File: config.mk
export PLATFORM = sky130hd
export DESIGN_NAME = register_file_loader
export DESIGN_NICKNAME = d
export VERILOG_FILES = /design/src/rtl/register_file_loader.sv
export SDC_FILE = /design/constraint.sdc
export NUM_CORES = 1
export LEC_CHECK = 0
export CAP_MARGIN = 30
export CORE_MARGIN = 4
export CORE_UTILIZATION = 50
export CTS_BUF_LIST = sky130_fd_sc_hd__clkbuf_8
export DETAILED_ROUTE_END_ITERATION = 8
export PLACE_DENSITY = 0.94
export REMOVE_ABC_BUFFERS = 1
export SYNTH_ARGS = -nofsm -noshare
export SYNTH_HDL_FRONTEND = slang
export SYNTH_SLANG_ARGS = --single-unit
export TNS_END_PERCENT = 1
File: constraint.sdc
create_clock -name clk_i -period 2.9 [get_ports clk_i]
set_input_delay 0.725 -clock clk_i [delete_from_list [all_inputs] [get_ports clk_i]]
set_output_delay 0.725 -clock clk_i [all_outputs]
set_load 0.005 [all_outputs]
File: src/rtl/register_file_loader.sv
// Write-side sequencer for the latch-based register file: valid/ready stream in, auto-incrementing
// write port out. Optional XOR checksum output enabled by REGISTER_FILE_LOADER_CHECKSUM_EN.
module register_file_loader #(
    parameter int unsigned AddrWidth = 4,
    parameter int unsigned DataWidth = 16,
    parameter int unsigned StartAddr = 0
) (
    input  logic                 clk_i,
    input  logic                 rst_i,
    input  logic                 start_i,
    input  logic [AddrWidth:0]   len_i,
    input  logic                 abort_i,
    input  logic                 in_valid_i,
    input  logic [DataWidth-1:0] in_data_i,
    output logic                 in_ready_o,
    output logic [AddrWidth-1:0] waddr_o,
    output logic [DataWidth-1:0] wdata_o,
    output logic                 we_o,
    output logic                 busy_o,
    output logic                 done_o,
    output logic [AddrWidth:0]   count_o
`ifdef REGISTER_FILE_LOADER_CHECKSUM_EN
    ,
    output logic [DataWidth-1:0] checksum_o
`endif
);

    localparam logic [AddrWidth:0]   NumWordsL  = {1'b1, {AddrWidth{1'b0}}};
    localparam logic [AddrWidth-1:0] StartAddrL = AddrWidth'(StartAddr);

    typedef enum logic [1:0] {StIdle, StLoad, StDone} state_e;

    state_e               state_q;
    logic [AddrWidth:0]   len_q;
    logic [AddrWidth:0]   count_q;
    logic [AddrWidth-1:0] addr_q;
    logic [AddrWidth-1:0] waddr_q;
    logic [DataWidth-1:0] wdata_q;
    logic                 in_ready_q;
    logic                 we_q;
    logic                 done_q;
`ifdef REGISTER_FILE_LOADER_CHECKSUM_EN
    logic [DataWidth-1:0] csum_q;
`endif

    logic               handshake;
    logic [AddrWidth:0] len_clamp;
    logic [AddrWidth:0] count_inc;

    assign handshake = in_valid_i & in_ready_q;
    // Over-long requests are clamped so a load never laps the file.
    assign len_clamp = (len_i > NumWordsL) ? NumWordsL : len_i;
    assign count_inc = count_q + 1'b1;

    always_ff @(posedge clk_i) begin
        if (rst_i) begin
            state_q    <= StIdle;
            len_q      <= '0;
            count_q    <= '0;
            addr_q     <= StartAddrL;
            waddr_q    <= '0;
            wdata_q    <= '0;
            in_ready_q <= 1'b0;
            we_q       <= 1'b0;
            done_q     <= 1'b0;
`ifdef REGISTER_FILE_LOADER_CHECKSUM_EN
            csum_q     <= '0;
`endif
        end else if (abort_i) begin
            // A word accepted in this cycle is dropped; count_q keeps the words already written.
            state_q    <= StIdle;
            in_ready_q <= 1'b0;
            we_q       <= 1'b0;
            done_q     <= 1'b0;
`ifdef REGISTER_FILE_LOADER_CHECKSUM_EN
            csum_q     <= '0;
`endif
        end else begin
            unique case (state_q)
                StIdle, StDone: begin
                    we_q <= 1'b0;
                    if (state_q == StDone) begin
                        done_q <= 1'b1;
                    end
                    if (start_i) begin
                        len_q   <= len_clamp;
                        addr_q  <= StartAddrL;
                        count_q <= '0;
                        done_q  <= 1'b0;
`ifdef REGISTER_FILE_LOADER_CHECKSUM_EN
                        csum_q  <= '0;
`endif
                        if (len_clamp != '0) begin
                            state_q    <= StLoad;
                            in_ready_q <= 1'b1;
                        end else begin
                            state_q <= StDone;
                        end
                    end
                end
                StLoad: begin
                    we_q <= handshake;
                    if (handshake) begin
                        waddr_q <= addr_q;
                        wdata_q <= in_data_i;
                        addr_q  <= addr_q + 1'b1;
                        count_q <= count_inc;
`ifdef REGISTER_FILE_LOADER_CHECKSUM_EN
                        csum_q  <= csum_q ^ in_data_i;
`endif
                        if (count_inc == len_q) begin
                            in_ready_q <= 1'b0;
                            state_q    <= StDone;
                        end
                    end
                end
                default: begin
                    state_q    <= StIdle;
                    in_ready_q <= 1'b0;
                    we_q       <= 1'b0;
                end
            endcase
        end
    end

    assign in_ready_o = in_ready_q;
    assign waddr_o    = waddr_q;
    assign wdata_o    = wdata_q;
    assign we_o       = we_q;
    assign done_o     = done_q;
    assign count_o    = count_q;
    assign busy_o     = (state_q == StLoad) | we_q;
`ifdef REGISTER_FILE_LOADER_CHECKSUM_EN
    assign checksum_o = csum_q;
`endif

endmodule

==> results.tsv <==
stage	metric	value	unit
status	status	completed	
layout	number of diodes	0	
pwr	switching portion of total power	0.194	
sta	setup repair after global routing missed its margin	no	
cts	sink count of the clock tree	39	
global_route	number of antenna violations at the first check in global routing	0	
synth	number of warnings issued by yosys	0	
pwr	Gate power share	0.070	
synth	number of enable-type register cells in the synthesized netlist	0	
sta	sum of negative setup slack	0	ps
critical_path	nature of the critical path endpoint	output pin	
synth	most frequent cell after synthesis	nand2_1	
place	post-placement worst setup slack	616	ps
synth	count of unique library cells instantiated by Yosys	35	
critical_path	Critical Path, Cell by Cell	inv_1 > nor2_1 > or2_2 > clkdlybuf4s50_1	
layout	design area	2360	um^2
floorplan	die area	4280	um^2
synth	most common flop cell mapped by yosys	dfxtp_1	
pwr	Net Switching	0.000222	W
cts	H-tree depth	2	
cts	insertion delay to the later sink of the worst-skew pair	290	ps
sta	setup slack after layout	490	ps
floorplan	Site Rows	20	
layout	total number of nets in the final design	282	
synth	largest cells by area after synthesis	dfxtp_1, nand2_1, a21oi_1	
cts	buffer cell driving the clock tree root	clkbuf_8	
sta	share of the clock period used by the worst path	0.831	
flow_run	Max-cap violations	0	
global_route	GRT Overall Usage	0.213	
synth	register bit count reported by yosys	39	
sta	post-layout min period	2410	ps
pwr	reported leakage power	0.840	nW
layout	Filler Cells Inserted	220	
synth	post-synthesis instance total	200	
floorplan	Die X	65.4	um
pwr	internal power of the cells	0.000925	W
synth	area share of the leading cell type in the synthesized netlist	0.474	
cts	count of hold-fix buffers inserted at cts	0	
critical_path	type of the worst setup path	register to output pin	
cts	TritonCTS clock tree	built	
sta	number of max-slew violations in the final report	0	
synth	leading cell types by count after synthesis	nand2_1, dfxtp_1, a21oi_1	
detailed_routing	Avg Vias per Cell	5.34	
place	instance area after placement	2220	um^2
global_route	global-route wire length before repair	7.03	mm
synth	Avg Inst Size Synth	8.23	um^2
sta	hold slack	456	ps
global_route	vias in the first global route	1580	
synth	cell type contributing the most total cell area after synthesis	dfxtp_1	
pwr	power per standard cell area	487	nW/um^2
pwr	Peak supply drop	0.316	mV
synth	Synth async-reset ratio	0	
cts	post-CTS repair timing setup buffer count	0	
critical_path	crit-path max FO	6	
detailed_routing	DRC violation count after routing	0	
global_route	largest net degree at the start of global routing	34	
floorplan	I/O pin total	55	
floorplan	core footprint	3100	um^2
critical_path	maximum cell stage delay along the critical path	510	ps
critical_path	Arr. time, crit path	1690	ps
layout	fraction of layout cells with a size suffix above 1	0.0549	
floorplan	effective utilization at floorplan	0.531	
detailed_routing	routed wire length	4.24	mm
place	RD Place Congestion	0.842	
synth	sequential fraction of the synthesis area	0.474	
sta	Tightest Pin Transition	602	ps
sta	highest clock frequency the design can meet	415	MHz
detailed_routing	remaining antenna violation count after routing	0	
cts	post-cts gate resize count	0	
detailed_routing	drt wl/cell	14.2	um
place	DPL Wire Length	2.98	mm
worst_hold_path	worst hold-check path type	register to register	
sta	worst max-slew margin expressed relative to the limit	0.596	
sta	final hold violation count	0	
pwr	portion of total power attributed to the clock network	0.455	
cts	clock buffer count from CTS	5	
global_route	residual overflow from global routing	0	
critical_path	required time worst endpoint	2170	ps
pwr	part of the total power dissipated in sequential elements	0.475	
critical_path	nature of the critical path startpoint	register	
sta	final setup vio count	0	
detailed_routing	initial detailed-routing violation count	111	
critical_path	crit path max-delay cell type	clkdlybuf4s50_1	
detailed_routing	detailed-routing iteration count for the pre-antenna-repair pass	4	
layout	area grow syn2layout	43.1	%
layout	Core Util, Final	0.759	
cts	clock edge transition at the registers on the reported setup and hold paths	70	ps
sta	Max Clock Skew	6.46	ps
place	number of buffers inserted by port buffering	54	
cts	maximum clock insertion buffer count	2	
synth	summed instance area of the synthesized netlist	1650	um^2
detailed_routing	via count of the routed design	1596	
floorplan	Chip Height	65.4	um
[worst paths after layout]
path                from     endpoint  slack (ps)  depth (start not counted)
min reg2reg  wdata_o[10]  wdata_o[10]         460                          2
min          wdata_o[10]  wdata_o[10]         460                          2
max           state_q[0]       busy_o         490                          4
max reg2reg   count_o[0]   in_ready_o         920                          5
[state kept, by name, indices dropped and copies added, names as in the netlist]
name	cells
wdata_o	16
count_o	5
len_q	5
addr_q	4
waddr_o	4
state_q	2
done_o	1
in_ready_o	1
we_o	1
[cell type report]
type,count,area (um^2),share of cell area
Multi-Input combinational cell,148,813,0.345
Tap cell,44,55.1,0.0234
Inverter,3,11.3,0.00478
Clock buffer,5,68.8,0.0292
Sequential cell,39,781,0.331
Clock inverter,3,63.8,0.0271
Timing Repair Buffer,57,563,0.239
[layer usage]
metal	share of wire	track usage	vias up
met5	0	0	-
met3	0.040	0.0427	10
li1	-	-	795
met4	0.023	0.101	0
met2	0.52	0.374	53
met1	0.42	0.247	738
[placed cells by master (no fill, tap or decap), types with 4 or more instances in the layout]
cell type	n
or3_1	5
nand3b_1	4
a21oi_1	34
o21ai_0	6
nand2_1	48
inv_1	4
clkdlybuf4s50_1	54
clkbuf_8	5
dfxtp_1	39
nor2_1	9
[cell families (layout without fill, tap and decap cells)]
logic type,after synthesis,in the layout,synth area share
AND/OR/NAND/NOR,89,89,0.274
AO/OA/AOI/OAI,52,52,0.179
flip-flops,39,39,0.474
buffers and inverters,13,68,0.0319
XOR/XNOR,5,5,0.0266
adder cells (fa/ha/maj),2,2,0.0152
[through the flow]
step / cells / total power, W
finish: 299 / 0.00115
global route: 299 / 0.00118
CTS: 299 / 0.00115
detailed placement: 291 / 0.000635
global placement: 291 / 0.000633
floorplan: 190 / 0.000579
[power groups by stage]
stage          registers [W]  logic (W)  clock network, W
2_1_floorplan       0.000556  0.0000231                 0
3_3_place_gp        0.000557  0.0000768                 0
3_5_place_dp        0.000557  0.0000787                 0
4_1_cts             0.000544  0.0000804          0.000530
5_1_grt             0.000545  0.0000870          0.000551
6_report            0.000544  0.0000805          0.000522
[critical path: cells and delay by family (launching register included)]
kind	cells	cell delay, ps
DFF	1	460
and+or+nand+nor	2	290
buffers and inverters	2	650
Note: power is estimated with default switching activity, not from simulation.
